--- src/rtl/flappy_bird_ctrl.sv ---
// Bird physics/state controller: gravity and flap per Tick, floor/pipe loss, saturating score.
// All outputs are registered and change one Clk after their cause; there is no backpressure.
module flappy_bird_ctrl #(
  parameter int Y_W      = 10,
  parameter int V_W      = 6,
  parameter int S_W      = 8,
  parameter int X_START  = 100,
  parameter int Y_START  = 240,
  parameter int Y_MIN    = 0,
  parameter int Y_MAX    = 464,
  parameter int GRAV     = 1,
  parameter int FLAP_VEL = 8,
  parameter int V_TERM   = 12
) (
  input  logic                  Clk,
  input  logic                  Reset,
  input  logic                  Start,
  input  logic                  Ack,
  input  logic                  Flap_Button,
  input  logic                  Tick,
  input  logic                  Collide,
  input  logic                  Pass,
  output logic [Y_W-1:0]        YBird,
  output logic [Y_W-1:0]        XBird,
  output logic signed [V_W-1:0] VBird,
  output logic [S_W-1:0]        Score,
  output logic                  q_I,
  output logic                  q_Grav,
  output logic                  q_Flap,
  output logic                  q_UnPress,
  output logic                  q_Lost
);

  typedef enum logic [4:0] {
    S_INI     = 5'b00001,
    S_GRAV    = 5'b00010,
    S_FLAP    = 5'b00100,
    S_UNPRESS = 5'b01000,
    S_LOST    = 5'b10000
  } state_t;

  localparam logic signed [V_W:0]   GRAV_V   = (V_W+1)'(GRAV);
  localparam logic signed [V_W:0]   V_TERM_V = (V_W+1)'(V_TERM);
  localparam logic signed [Y_W+1:0] Y_MIN_S  = (Y_W+2)'(Y_MIN);
  localparam logic signed [Y_W+1:0] Y_MAX_S  = (Y_W+2)'(Y_MAX);
  localparam logic [V_W-1:0]        V_FLAP   = V_W'(-FLAP_VEL);

  state_t                state_q, state_d;
  logic [Y_W-1:0]        y_q, y_d;
  logic signed [V_W-1:0] v_q, v_d;
  logic [S_W-1:0]        s_q, s_d;

  logic signed [V_W:0]   v_sum, v_step;
  logic signed [Y_W+1:0] v_ext, y_step;
  logic [Y_W-1:0]        y_phys;
  logic [V_W-1:0]        v_phys;
  logic                  phys_floor;
  logic [S_W-1:0]        s_inc;

  // One physics step; one bit of velocity headroom and two of position keep the clamps exact.
  always_comb begin
    v_sum  = $signed({v_q[V_W-1], v_q}) + GRAV_V;
    v_step = (v_sum > V_TERM_V) ? V_TERM_V : v_sum;
    v_ext  = {{(Y_W+1-V_W){v_step[V_W]}}, v_step};
    y_step = $signed({2'b00, y_q}) + v_ext;
    phys_floor = 1'b0;
    if (y_step <= Y_MIN_S) begin
      y_phys = Y_W'(Y_MIN);
      v_phys = '0;
    end else if (y_step >= Y_MAX_S) begin
      y_phys     = Y_W'(Y_MAX);
      v_phys     = '0;
      phys_floor = 1'b1;
    end else begin
      y_phys = y_step[Y_W-1:0];
      v_phys = v_step[V_W-1:0];
    end
    s_inc = (&s_q) ? s_q : s_q + 1'b1;
  end

  always_comb begin
    state_d = state_q;
    y_d     = y_q;
    v_d     = v_q;
    s_d     = s_q;
    case (state_q)
      S_INI: begin
        y_d = Y_W'(Y_START);
        v_d = '0;
        if (Start) begin
          state_d = S_GRAV;
          s_d     = '0;
        end
      end
      S_GRAV, S_UNPRESS: begin
        if (Tick) begin
          y_d = y_phys;
          v_d = v_phys;
        end
        if (Pass) s_d = s_inc;
        // Collide beats the floor, and losing beats any button-driven move.
        if (Collide || (Tick && phys_floor)) state_d = S_LOST;
        else if (state_q == S_GRAV && Flap_Button) state_d = S_FLAP;
        else if (state_q == S_UNPRESS && !Flap_Button) state_d = S_GRAV;
      end
      S_FLAP: begin
        v_d     = V_FLAP;
        if (Pass) s_d = s_inc;
        state_d = Collide ? S_LOST : S_UNPRESS;
      end
      S_LOST: begin
        if (Ack) begin
          state_d = S_INI;
          y_d     = Y_W'(Y_START);
          v_d     = '0;
        end
      end
      default: state_d = S_INI;
    endcase
  end

  always_ff @(posedge Clk or posedge Reset) begin
    if (Reset) begin
      state_q <= S_INI;
      y_q     <= Y_W'(Y_START);
      v_q     <= '0;
      s_q     <= '0;
    end else begin
      state_q <= state_d;
      y_q     <= y_d;
      v_q     <= v_d;
      s_q     <= s_d;
    end
  end

  assign YBird     = y_q;
  assign XBird     = Y_W'(X_START);
  assign VBird     = v_q;
  assign Score     = s_q;
  assign q_I       = state_q[0];
  assign q_Grav    = state_q[1];
  assign q_Flap    = state_q[2];
  assign q_UnPress = state_q[3];
  assign q_Lost    = state_q[4];

endmodule

--- config.mk ---
export PLATFORM = sky130hd
export DESIGN_NAME = flappy_bird_ctrl
export DESIGN_NICKNAME = d
export VERILOG_FILES = /design/src/rtl/flappy_bird_ctrl.sv
export SDC_FILE = /design/constraint.sdc
export NUM_CORES = 1
export LEC_CHECK = 0
export BUFFER_PORTS_ARGS = -buffer_cell sky130_fd_sc_hd__buf_2
export CAP_MARGIN = 20
export CORE_MARGIN = 3
export CORE_UTILIZATION = 40
export DETAILED_ROUTE_END_ITERATION = 10
export GPL_ROUTABILITY_DRIVEN = 0
export PLACE_DENSITY_LB_ADDON = 0.08
export SLEW_MARGIN = 20
export SYNTH_ARGS = -nofsm -noshare
export SYNTH_HDL_FRONTEND = slang
export SYNTH_SLANG_ARGS = --single-unit
export TNS_END_PERCENT = 100
--- constraint.sdc ---
create_clock -name Clk -period 11.4 [get_ports Clk]
set_clock_uncertainty 0.1 [all_clocks]
set_input_delay 1.71 -clock Clk [delete_from_list [all_inputs] [get_ports Clk]]
set_output_delay 1.71 -clock Clk [all_outputs]
set_load 0.01 [all_outputs]
Yosys cells after proc, flatten, opt, wreduce, memory -nomap -nowiden
Index checks and enable logic that the tools add are counted.
{ "word_totals": {"in_bits": 8, "word_cells": 60, "out_inout_bits": 39, "regBits": 29} }
{ "classes": {"eq_ne": 11, "add_sub_neg": 3, "n_mux": 24, "order_cmp": 3, "reduce_logical": 15} }
{ "op_table": {"columns": ["op", "count"], "rows": [
  ["10-bit 2-to-1 mux", 4],
  ["5-bit 2-to-1 mux", 6],
  ["10-bit one-hot mux with 3 select lines", 1],
  ["6-bit 2-to-1 mux", 4],
  ["8-bit 2-to-1 mux", 3],
  ["6-bit one-hot mux with 4 select lines", 1],
  ["5-bit one-hot mux with 4 select lines", 1],
  ["8-bit one-hot mux with 2 select lines", 1],
  ["11-bit by 7-bit adder with 12-bit output", 1],
  ["12-bit by 10-bit greater-or-equal comparator with 1-bit output (second input constant)", 1],
  ["12-bit by 1-bit less-or-equal comparator with 1-bit output (second input constant)", 1],
  ["3-bit AND reduction", 3],
  ["8-bit by 1-bit adder with 8-bit output (second input constant)", 1],
  ["2-bit != test (second input constant)", 4],
  ["8-bit AND reduction", 1],
  ["6-bit by 2-bit adder with 7-bit output (second input constant)", 1],
  ["7-bit by 5-bit > comparator with 1-bit output (second input constant)", 1],
  ["7-bit 2-to-1 mux", 1],
  ["5-bit by 1-bit equality test with 1-bit output (second input constant)", 1],
  ["5-bit by 2-bit equality test with 1-bit output (second input constant)", 1],
  ["5-bit by 3-bit equality test with 1-bit output (second input constant)", 1],
  ["5-bit by 4-bit equality test with 1-bit output (second input constant)", 1],
  ["5-bit equality test (second input constant)", 1],
  ["4-bit != test (second input constant)", 1],
  ["other kinds (11)", 14]
]} }

Logic depth before layout (Yosys ltp)
Gate-level depths: netlist of run 1.
{ "depth": {"ltp_word": 11, "ltp_mapped": 18, "depth_no_buf": 15} }

Least setup slack after synthesis of run 1
No wires, ideal clock.
{ "synth_path": {"path_type": "reg-to-reg", "from": "register v_q[0], in the netlist VBird[0]", "to": "register v_q[1], in the netlist VBird[1]", "n_path_buf": 3, "slack_ns": 7.493, "setup_ns": 0.092, "required_ns": 11.208, "arrival_ns": 3.715, "path_stages_with_launch": 19, "synth_period_minus_slack_ns": 3.907, "cell_sequence": "dfrtp_1 ha_1 buf_4 nand2_1 o311ai_4 o21a_1 nand2_1 ha_1 clkbuf_1 a21o_1 a31oi_1 o21ai_1 or3b_1 o221ai_4 mux2_4 o211ai_4 a21o_4 buf_12 o31ai_2"} }
{ "synth_between": {"elab_chain_cells": 9, "elab_cells_between_ends": 10, "classes_between": "2 x add/sub; 3 x order compare; 5 x mux"} }
{ "synth_rtl": {"columns": ["item", "line_no", "text"], "rows": [
  ["from (decl)", "50", "logic signed [V_W-1:0] v_q, v_d;"],
  ["from (signal assigned)", "131", "v_q <= v_d;"],
  ["6-bit by 2-bit adder with 7-bit output *", "62", "v_sum = $signed({v_q[V_W-1], v_q}) + GRAV_V;"],
  ["7-bit by 5-bit > comparator with 1-bit output", "63", "v_step = (v_sum > V_TERM_V) ? V_TERM_V : v_sum;"],
  ["7-bit 2-to-1 mux *", "63", null],
  ["11-bit by 7-bit adder with 12-bit output", "65", "y_step = $signed({2'b00, y_q}) + v_ext;"],
  ["12-bit by 10-bit greater-or-equal comparator with 1-bit output", "70", "end else if (y_step >= Y_MAX_S) begin"],
  ["6-bit 2-to-1 mux", "70", null],
  ["6-bit 2-to-1 mux *", "67", "if (y_step <= Y_MIN_S) begin"],
  ["6-bit 2-to-1 mux *", "96", "if (Tick) begin"],
  ["6-bit one-hot mux with 4 select lines *", "86", "case (state_q)"]
]} }
Every way passes the cells marked *; elsewhere a longest branch is shown, timed or not. The select of a mux whose other input is x is not followed.
A chain may end at the register's enable or synchronous reset.

Worst setup path after layout of run 1
{ "layout_path": {"from": "register v_q[0], in the netlist VBird[0]", "to": "register v_q[0], in the netlist VBird[0]"} }
Same word-level chain as after synthesis.

==> key figures, run 1 <==
Synthesis
  • Synthesized flop and latch total: 29
  • Number of flops mapped to enable cells by yosys: 0
  • Count leader, synth: nand2_1
  • Yosys cell types: 74
  • Synth Cell Area: 0.00272 mm²
  • Largest cells by area after synthesis: dfrtp_1, ha_1, nand2_1, dfstp_2, o21ai_0
  • Syn. warnings: 0
  • Post-synthesis async set-or-reset flop share: 1.00
  • Yosys top cell by area: dfrtp_1
  • Sequential share of the synthesized area: 0.269
  • Syn Inst Count: 321
  • Synth Flop Type: dfrtp_1
  • Area share of the largest cell type after synthesis: 0.220
  • Commonest cells post-synth: nand2_1, nor2_1, o21ai_0
  • Syn avg cell area: 8.49 µm²

Clock tree
  • Clock root cell: clkbuf_8
  • Resize count post-CTS: 0
  • CTS tree: built
  • TritonCTS Buffers: 5
  • Htree depth: 2
  • Post-CTS Setup Inserts: 0
  • CTS max path bufs: 2
  • Hold buffer count at CTS: 0
  • CTS clock-pin slew for the worst setup and hold paths: 0.08 ns
  • Clock Sink Count: 29
  • Clk_lat worst skew: 0.29 ns

Timing
  • Setup_tns: 0 ns
  • Tcrit/Tclk final: 0.379
  • Max_slew headroom: 0.427
  • Setup violators final: 0
  • Hold Vio Cnt, Final: 0
  • RSZ-0062 raised after global routing: false
  • Setup ws final: 7.08 ns
  • Period minus WS final: 4.32 ns
  • Max Clk Rate: 231 MHz
  • Worst slew pin tran: 0.838 ns
  • Max Slew Vio Count: 0

Critical path
  • Crit path required time: 11.49 ns
  • CP Launch Type: register
  • Crit. End Element: register
  • FF-to-FF Start: VBird[0]
  • R2R Setup Slk: 7.08 ns
  • Worst reg-to-reg path cell count: 15
  • Worst Path Class, Setup: register to register
  • WP data arrival: 4.41 ns
  • Reg2reg end: VBird[0]
  • Critical Path Fanout Max: 11

Global routing
  • Vias in the first global route: 2173
  • Largest net degree at the start of global routing: 30
  • First-pass GRT wire length: 11300 µm
  • Total Routing Usage GR: 0.183
  • Initial antenna violation count: 0
  • Total gr overflow: 0

Final layout
  • Ratio of cells with drive above 1 in the final layout: 0.226
  • Final nets: 364
  • Fillers: 639
  • # diodes: 0
  • Area added between synthesis and finish: 9.00%

Power and ir drop
  • Lkg Pwr: 1.41 nW
  • Net Sw Frac: 0.401
  • Sw Pwr: 154 µW
  • Maximum VDD drop: 51.4 µV
  • Combinational fraction of design power: 0.383
  • Power consumption: 385 µW
  • Internal cell power: 230 µW
  • Reg power frac: 0.339
  • Power per Cell Area: 130 mW/mm²
  • Clock power share: 0.277

Detailed routing
  • Post-Route WL: 7000 µm
  • Final ANT Viol Nets: 0
  • Via density: 5.76
  • DRT iter0 DRCs: 153
  • DRT Pass-1 Iters: 4
  • Number of remaining DRC errors: 0
  • Drt wl/cell: 16.6 µm
  • Vias: 2429

Die
  • Die width: 88.5 µm
  • Core Footprint: 0.00646 mm²
  • Die Area: 0.00784 mm²
  • Total I/O pin count: 47
  • Starting density of the core: 0.422
  • Row count: 29
  • Die Y: 88.5 µm

Place
  • Port buffer count: 36
  • Hpwl dp: 5360 µm
  • Pre-CTS WS: 7.10 ns

Min path
  • Hold crit path type: register to register
  • Hold Crit Depth: 1
  • Worst Hold Path EP: Score[7]
  • Hold Startpoint: Score[7]

Run status
  • Status: finished, final reports clean

Job
  • Max cap viols: 0
[worst max-delay path, stage by stage, from the launching register on]
cell      delay, ns
dfrtp_1        0.52
ha_1           0.42
nand2_1        0.14
o311ai_4       0.42
o21a_1         0.21
nand2_1        0.09
ha_1           0.29
a21o_1         0.22
a31oi_1        0.17
o21ai_1        0.18
or3b_1         0.46
o221ai_4       0.18
mux2_4         0.22
o211ai_4       0.08
a21o_4         0.27
o41ai_2        0.27
[layout make-up]
class | count | area, µm² | area share
multi-input combinational | 261 | 1800 | 0.608
sequential | 29 | 732 | 0.247
timing repair buffer | 38 | 195 | 0.0657
tap | 77 | 96.3 | 0.0324
clock buffer | 6 | 72.6 | 0.0244
clock inverter | 2 | 35.0 | 0.0118
inverter | 9 | 33.8 | 0.0114
[registers in the layout, summed over array words and instances (netlist names)]
register / count
YBird: 10
state_q: 5
Score: 8
VBird: 6
[placed cells by master, fill, tap and decap left out, drive strengths merged, types with 5 or more instances in the layout]
cell	instances
a21o	5
xor2	7
nand3	8
buf	38
dfstp	5
o21ai	33
clkbuf	6
inv	9
and3	9
and2	8
nand4	6
a21oi	16
nand2	38
o211ai	7
dfrtp	24
nor3	9
o31ai	5
xnor2	5
conb	10
ha	12
nor2	25
[power by group through the flow]
stage | Clock [mW] | Sequential, mW | Combinational [mW]
3_3_place_gp | 0 | 0.132 | 0.148
5_1_grt | 0.115 | 0.133 | 0.164
2_1_floorplan | 0 | 0.132 | 0.107
4_1_cts | 0.109 | 0.130 | 0.148
3_5_place_dp | 0 | 0.132 | 0.147
6_report | 0.107 | 0.131 | 0.148
[routing by layer]
metal	up-vias	wire, µm	GRT usage
met5	-	0	0
met4	0	38	0.0371
met3	4	335	0.0317
met2	55	3080	0.269
met1	1147	3540	0.281
li1	1223	-	-
[worst max path at each step]
stage              from        to  slack, ns  cells after the start
6_report       VBird[0]  VBird[0]       7.08                     15
5_1_grt        VBird[0]  VBird[0]       6.74                     15
4_1_cts        VBird[0]  VBird[0]       7.08                     15
3_5_place_dp   VBird[0]  VBird[0]       7.10                     15
3_3_place_gp   VBird[0]  VBird[0]       7.22                     15
2_1_floorplan  VBird[0]  VBird[1]       7.49                     18
[cells by family (layout without fill, tap and decap cells)]
logic type / after synthesis / after routing / share of synthesized area
and+or+nand+nor: 121 / 121 / 0.233
adders and majority gates: 12 / 12 / 0.0551
DFF: 29 / 29 / 0.269
muxes: 3 / 3 / 0.0129
other: 2 / 10 / 0.00276
buffers and inverters: 39 / 55 / 0.0799
AOI/OAI and AO/OA: 103 / 103 / 0.309
xor gates and xnor gates: 12 / 12 / 0.0386
[per-stage QoR]
| stage | instances | instance area [µm²] | utilization | hold slack [ns] |
|---|---|---|---|---|
| 2_1_floorplan | 329 | 2750 | - | 0.430 |
| 3_3_place_gp | 414 | 2860 | 0.443 | 0.398 |
| 3_5_place_dp | 414 | 2860 | 0.443 | 0.399 |
| 4_1_cts | 422 | 2970 | 0.460 | 0.409 |
| 5_1_grt | 422 | 2970 | 0.460 | 0.427 |
| 6_report | 422 | 2970 | 0.460 | 0.402 |
Note: power is estimated with default switching activity, not from simulation.
==> inputs of run 2 (changes only) <==
ABC_AREA = 1   (was unset)
clock period = 4.3 ns   (was 11.4 ns; I/O delays follow)
==> run 2 against run 1 <==
Against the previous run:
- worst hold slack got worse by 0.077 ns
- critical path depth increased by 6
- count of clock-buffer cells in the layout unchanged
- die area decreased by 9.0%
- maximum frequency increased by 23%
- sequential share of layout area increased by 1.3 points
- register-to-register slack got worse by 6.3 ns
- flip-flop and latch count unchanged
- critical endpoint is now YBird[1]
- global-route usage decreased by 0.77 points
==> key figures, run 2 <==
Global routing
  • Total Routing Usage GR: 0.176 (-0.00768)
  • First-pass GRT wire length: 10300 µm (-8.6%)
  • Vias in the first global route: 2283 (+5.1%)
  • Largest net degree at the start of global routing: 30 (unchanged)
  • Total gr overflow: 0 (unchanged)
  • Initial antenna violation count: 0 (unchanged)

Synthesis
  • Yosys top cell by area: dfrtp_1
  • Synth Cell Area: 0.00246 mm² (-9.6%)
  • Sequential share of the synthesized area: 0.297 (+0.0285)
  • Largest cells by area after synthesis: dfrtp_1, nand2_1, inv_1, ha_1, dfstp_2
  • Yosys cell types: 41 (-45%)
  • Synthesized flop and latch total: 29 (unchanged)
  • Number of flops mapped to enable cells by yosys: 0 (unchanged)
  • Syn. warnings: 0 (unchanged)
  • Area share of the largest cell type after synthesis: 0.244 (+0.0234)
  • Post-synthesis async set-or-reset flop share: 1.00 (unchanged)
  • Syn Inst Count: 350 (+9.0%)
  • Syn avg cell area: 7.04 µm² (-17%)
  • Synth Flop Type: dfrtp_1
  • Count leader, synth: nand2_1
  • Commonest cells post-synth: nand2_1, inv_1, nor2_1

Power and ir drop
  • Sw Pwr: 1.09 mW (+600%)
  • Reg power frac: 0.204 (-0.135)
  • Internal cell power: 960 µW (+320%)
  • Power consumption: 2.05 mW (+430%)
  • Maximum VDD drop: 402 µV (+680%)
  • Power per Cell Area: 725 mW/mm² (+460%)
  • Lkg Pwr: 1.55 nW (+10%)
  • Clock power share: 0.150 (-0.127)
  • Combinational fraction of design power: 0.646 (+0.263)
  • Net Sw Frac: 0.531 (+0.129)

Timing
  • Hold Vio Cnt, Final: 0 (unchanged)
  • Period minus WS final: 3.51 ns (-0.813 ns)
  • Max Clk Rate: 285 MHz (+23%)
  • Setup ws final: 0.792 ns (-6.29 ns)
  • Max Slew Vio Count: 0 (unchanged)
  • Setup_tns: 0 ns (unchanged)
  • RSZ-0062 raised after global routing: false
  • Tcrit/Tclk final: 0.816 (+0.437)
  • Setup violators final: 0 (unchanged)

Clock tree
  • Clk_lat worst skew: 0.29 ns (about the same)
  • Clock root cell: clkbuf_8
  • Clock Sink Count: 29 (unchanged)
  • TritonCTS Buffers: 5 (unchanged)
  • CTS max path bufs: 2 (unchanged)
  • Htree depth: 2 (unchanged)
  • Post-CTS Setup Inserts: 0 (unchanged)
  • Hold buffer count at CTS: 0 (unchanged)
  • CTS tree: built
  • CTS clock-pin slew for the worst setup and hold paths: 0.07 ns (about the same)
  • Resize count post-CTS: 0 (unchanged)

Final layout
  • Fillers: 601 (-5.9%)
  • Commonest non-fill, non-tap cells in the layout: nand2_1, inv_1, buf_2
  • Non-Filler Instances: 466 (+10%)
  • Register Area: 732 µm² (unchanged)
  • Max FFs per register: 10 (unchanged)
  • Final nets: 413 (+13%)
  • Multi-input gate area: 0.00148 mm² (-18%)
  • Most common cell after layout, fill and taps aside: nand2_1
  • Ratio of cells with drive above 1 in the final layout: 0.231 (+0.00488)
  • # diodes: 0 (unchanged)
  • Util after Layout: 0.492 (+0.0318)
  • Area added between synthesis and finish: 14.6%

Detailed routing
  • DRT iter0 DRCs: 80 (-48%)
  • Post-Route WL: 6120 µm (-13%)
  • Number of remaining DRC errors: 0 (unchanged)
  • Via density: 5.02 (-13%)
  • DRT Pass-1 Iters: 4 (unchanged)
  • Drt wl/cell: 13.1 µm (-21%)
  • Vias: 2341 (-3.6%)
  • Final ANT Viol Nets: 0 (unchanged)

Min path
  • Hold crit path type: input port to asynchronous set/reset pin

Critical path
  • Worst reg-to-reg path cell count: 21 (+6)
  • FF-to-FF Start: VBird[0]
  • Crit path required time: 4.37 ns (-7.12 ns)
  • Reg2reg end: YBird[1]
  • Critical Path Fanout Max: 10 (-1)
  • CP Launch Type: register
  • WP data arrival: 3.58 ns (-0.83 ns)
  • R2R Setup Slk: 0.79 ns (-6.29 ns)
  • Crit path from: VBird[0]
  • Crit path to: YBird[1]
  • Worst Path Class, Setup: register to register
  • Crit. End Element: register

Die
  • Die Area: 0.00713 mm² (-9.0%)
  • Row count: 27 (-6.9%)
  • Die Y: 84.5 µm (-4.6%)
  • Die width: 84.5 µm (-4.6%)
  • Total I/O pin count: 47 (unchanged)
  • Starting density of the core: 0.429 (+0.00702)
  • Core Footprint: 0.00574 mm² (-11%)

Place
  • Hpwl dp: 4900 µm (-8.6%)
  • Port buffer count: 36 (unchanged)
  • Pre-CTS WS: 0.803 ns (-6.29 ns)
  • Placed Cells incl. Taps: 458 (+11%)

Run status
  • Status: finished, final reports clean

Job
  • Max cap viols: 0 (unchanged)
run 2: changes by cell type in the layout (fill, tap and decap cells not counted), moves of 4 or more:
cell	before	now
a21o_1	4	0
and2_1	7	0
and3_1	8	2
inv_1	9	50
nand2_1	38	83
nand2_2	0	10
nand2_4	0	6
nand3_1	8	26
nand4_1	5	16
nor2_1	25	29
nor2_2	0	5
o211ai_1	5	0
o21ai_0	25	9
xor2_1	7	1
run 2: worst max-delay path, cell delays in order, from the launching register on:
cell and delay, ns:
dfrtp_1 0.45, ha_1 0.24, nand2_1 0.08, nor2_2 0.10, nand2_2 0.07, nand2_1 0.08
nand3_2 0.10, nand2_4 0.11, nand2_1 0.10, ha_1 0.34, a21oi_1 0.22, inv_1 0.07
nand4_1 0.09, nand2_1 0.07, inv_1 0.08, nand3_1 0.07, nand2_1 0.15, nand4_1 0.16
nor3_1 0.31, a21boi_4 0.16, nand3_4 0.15, o22ai_2 0.08
run 2: worst min path at each step:
stage / from / to / slack, ns
after floorplan: YBird[4] / YBird[4] / 0.41
after global placement: YBird[0] / YBird[0] / 0.40
after detailed placement: YBird[7] / YBird[7] / 0.41
after CTS: Reset / Score[1] / 0.33
after global routing: Reset / VBird[4] / 0.36
final: Reset / VBird[4] / 0.33
run 2: layer usage:
layer  GRT usage  wire length, µm  share of wire  vias to the layer above
li1            -                -              -                     1215
met1       0.231             2970           0.48                     1057
met2       0.296             2770           0.45                       61
met3      0.0353              321          0.052                        8
met4      0.0432               59         0.0096                        0
met5           0                0              0                        -
run 2: cells by family (layout without fill, tap and decap cells):
family / count (synthesis) / after routing / share of synthesized area
simple gates: 194 / 194 / 0.389
flops: 29 / 29 / 0.297
xor+xnor: 4 / 4 / 0.0142
other cells: 2 / 10 / 0.00305
fa+ha+maj: 12 / 12 / 0.0610
compound gates: 45 / 45 / 0.122
buf+inv: 64 / 100 / 0.114
run 2: layout make-up:
| cell class | instances | share of cell area |
|---|---|---|
| timing repair buffer | 38 | 0.0691 |
| clock buffer | 6 | 0.0293 |
| inverter | 54 | 0.0727 |
| tap | 72 | 0.0319 |
| multi-input combinational | 265 | 0.524 |
| sequential | 29 | 0.259 |
| clock inverter | 2 | 0.0133 |
run 2: per-stage QoR:
stage	area, µm²	hold slack, ns
floorplan	2490	0.414
global placement	2700	0.399
detailed placement	2700	0.412
CTS	2820	0.334
global route	2820	0.363
finish	2820	0.326
run 2: power groups by stage:
stage               combinational, mW  clock [mW]  sequential [mW]
CTS                              1.32       0.315            0.417
global placement                 1.32           0            0.422
detailed placement               1.31           0            0.422
finish                           1.32       0.307            0.417
floorplan                       0.987           0            0.437
global route                     1.50       0.326            0.428
==> inputs of run 3 (changes only) <==
ABC_AREA = 0   (was 1)
clock period = 3.24 ns   (was 4.3 ns; I/O delays follow)
==> run 3 against run 2 <==
Against the previous run:
- the flow now finishes with violations (negative setup slack)
- die area grew 9.8%
- final cell count increased by 3.4%
- worst setup slack worse by 1.2 ns
- core utilization is 6.8 points higher
- count of clock-buffer cells in the layout up 2
- wire length up 25%
- global-route usage is 3.1 points higher
- sequential share of layout area down 5.6 points
==> key figures, run 3 (synthesis gave the netlist of run 1 again) <==
Timing
  • RSZ-0062 raised after global routing: true
  • Setup ws final: -0.419 ns (-1.21 ns)
  • Tcrit/Tclk final: 1.13 (+0.314)
  • Worst slew pin tran: 0.627 ns
  • WHS: 0.154 ns (-0.172 ns)
  • Setup_tns: -6.95 ns (-6.95 ns)
  • Max Clk Rate: 273 MHz (-4.1%)
  • Max Slew Vio Count: 0 (unchanged)
  • Max_slew headroom: 0.571
  • Setup violators final: 19 (+19)
  • Hold Vio Cnt, Final: 0 (unchanged)
  • Period minus WS final: 3.66 ns (+0.151 ns)

Critical path
  • Crit path from: VBird[1]
  • R2R Setup Slk: -0.42 ns (-1.21 ns)
  • FF-to-FF Start: VBird[1]
  • Crit path required time: 3.31 ns (-1.06 ns)
  • Reg2reg end: state_q[3]
  • Crit. End Element: register
  • Worst reg-to-reg path cell count: 16 (-24%)
  • Critical Path Fanout Max: 6 (-4)
  • WP data arrival: 3.73 ns (+0.15 ns)
  • Crit path to: state_q[3]
  • Worst Path Class, Setup: register to register
  • CP Launch Type: register

Clock tree
  • Hold buffer count at CTS: 0 (unchanged)
  • Clk_lat worst skew: 0.28 ns (about the same)
  • Clock Sink Count: 29 (unchanged)
  • Clock root cell: clkbuf_8
  • CTS clock-pin slew for the worst setup and hold paths: 0.06 ns (about the same)
  • TritonCTS Buffers: 5 (unchanged)
  • CTS max path bufs: 2 (unchanged)
  • CTS tree: built
  • Htree depth: 2 (unchanged)

Final layout
  • Area added between synthesis and finish: 32.7%
  • Final nets: 424 (+2.7%)
  • Max FFs per register: 10 (unchanged)
  • Ratio of cells with drive above 1 in the final layout: 0.398 (+0.167)
  • Most common cell after layout, fill and taps aside: buf_4
  • Design Area, Final: 0.00361 mm² (+28%)
  • Non-Filler Instances: 482 (+3.4%)
  • Commonest non-fill, non-tap cells in the layout: buf_4, buf_2, nand2_1
  • # diodes: 0 (unchanged)

Die
  • Die Y: 88.5 µm (+4.8%)
  • Die width: 88.5 µm (+4.8%)
  • Row count: 29 (+7.4%)
  • Die Area: 0.00784 mm² (+9.8%)
  • Core Footprint: 0.00646 mm² (+12%)
  • Total I/O pin count: 47 (unchanged)
  • Starting density of the core: 0.422 (-0.00702)

Power and ir drop
  • Sw Pwr: 582 µW (-46%)
  • Reg power frac: 0.316 (+0.112)
  • Net Sw Frac: 0.407 (-0.124)
  • Clock power share: 0.216 (+0.066)
  • Maximum VDD drop: 326 µV (-19%)
  • Internal cell power: 848 µW (-12%)
  • Combinational fraction of design power: 0.468 (-0.178)
  • Power consumption: 1.43 mW (-30%)
  • Power per Cell Area: 396 mW/mm² (-45%)
  • Lkg Pwr: 1.74 nW (+12%)

Place
  • Hpwl dp: 5860 µm (+20%)
  • Placed Cells incl. Taps: 468 (+2.2%)
  • Placed Area: 0.00331 mm² (+23%)
  • Port buffer count: 36 (unchanged)

Min path
  • Hold crit path type: input port to asynchronous set/reset pin

Global routing
  • First-pass GRT wire length: 12700 µm (+24%)
  • Vias in the first global route: 2593 (+14%)
  • Largest net degree at the start of global routing: 16 (-47%)
  • Total Routing Usage GR: 0.207 (+0.0311)
  • Total gr overflow: 0 (unchanged)
  • Initial antenna violation count: 0 (unchanged)

Job
  • Max cap viols: 0 (unchanged)

Detailed routing
  • Vias: 2662 (+14%)
  • Via density: 5.52 (+9.9%)
  • DRT Pass-1 Iters: 4 (unchanged)
  • Drt wl/cell: 15.9 µm (+21%)
  • DRT iter0 DRCs: 112 (+40%)
  • Number of remaining DRC errors: 0 (unchanged)
  • Post-Route WL: 7670 µm (+25%)
  • Final ANT Viol Nets: 0 (unchanged)

Run status
  • Failing checks: negative setup slack
  • Status: finished with violations
[run 3: changes by cell type in the layout (fill, tap and decap cells not counted), moves of 6 or more]
cell	change
nand3_1	-19
inv_1	-41
buf_4	+57
and2_1	+6
nand4_1	-11
nand2_1	-48
nand2_2	-8
o21ai_0	+11
nor2_1	-6
[run 3: layout make-up]
type	count	area, µm²
Timing Repair Buffer	97	646
Tap cell	77	96.3
Multi-Input combinational cell	262	2010
Clock buffer	8	90.1
Inverter	9	33.8
Sequential cell	29	734
Fill cell	619	2840
[run 3: stage by stage]
step / util / worst slack, ns
2_1_floorplan: - / -0.424
3_3_place_gp: 0.513 / -0.545
3_5_place_dp: 0.513 / -0.509
4_1_cts: 0.552 / -0.417
5_1_grt: 0.560 / -0.589
6_report: 0.560 / -0.419
[run 3: power groups by stage]
| stage | Combinational, mW | Clock [mW] | Sequential (mW) |
|---|---|---|---|
| 6_report | 0.670 | 0.309 | 0.451 |
| 5_1_grt | 0.741 | 0.332 | 0.458 |
| 3_5_place_dp | 0.594 | 0 | 0.456 |
| 3_3_place_gp | 0.597 | 0 | 0.454 |
| 2_1_floorplan | 0.384 | 0 | 0.469 |
| 4_1_cts | 0.648 | 0.317 | 0.451 |
[run 3: how the worst min path moves through the flow]
stage | from | to | slack (ns)
3_3_place_gp | Score[7] | Score[7] | 0.38
4_1_cts | Reset | Score[1] | 0.17
6_report | Reset | Score[0] | 0.15
2_1_floorplan | Score[7] | Score[7] | 0.43
5_1_grt | Reset | YBird[9] | 0.20
3_5_place_dp | Score[2] | Score[2] | 0.41
[run 3: worst max-delay path: stages (launching register included)]
cell and delay, ns:
dfrtp_2 0.41, ha_4 0.20, nand4_4 0.12, o32a_4 0.34, o21a_1 0.14, buf_4 0.15, nand2_2 0.07, ha_2 0.27
o21a_1 0.19, o211ai_1 0.11, a21oi_2 0.08, o31a_1 0.21, or4b_1 0.49, and3_4 0.20, o211ai_4 0.12, and3_4 0.25
o2bb2ai_1 0.07
[run 3: timing repair]
action,CTS,global route
endpoints found under the setup margin,19,19
gates resized for setup,23,8
pin swaps,14,10
setup buffers,5,0
cloned,1,0
[run 3: per-layer routing]
| metal | share of wire | wire length [µm] | global-route usage |
|---|---|---|---|
| met1 | 0.48 | 3710 | 0.290 |
| met2 | 0.46 | 3510 | 0.322 |
| met3 | 0.044 | 335 | 0.0410 |
| met4 | 0.014 | 106 | 0.0632 |
| met5 | 0 | 0 | 0 |
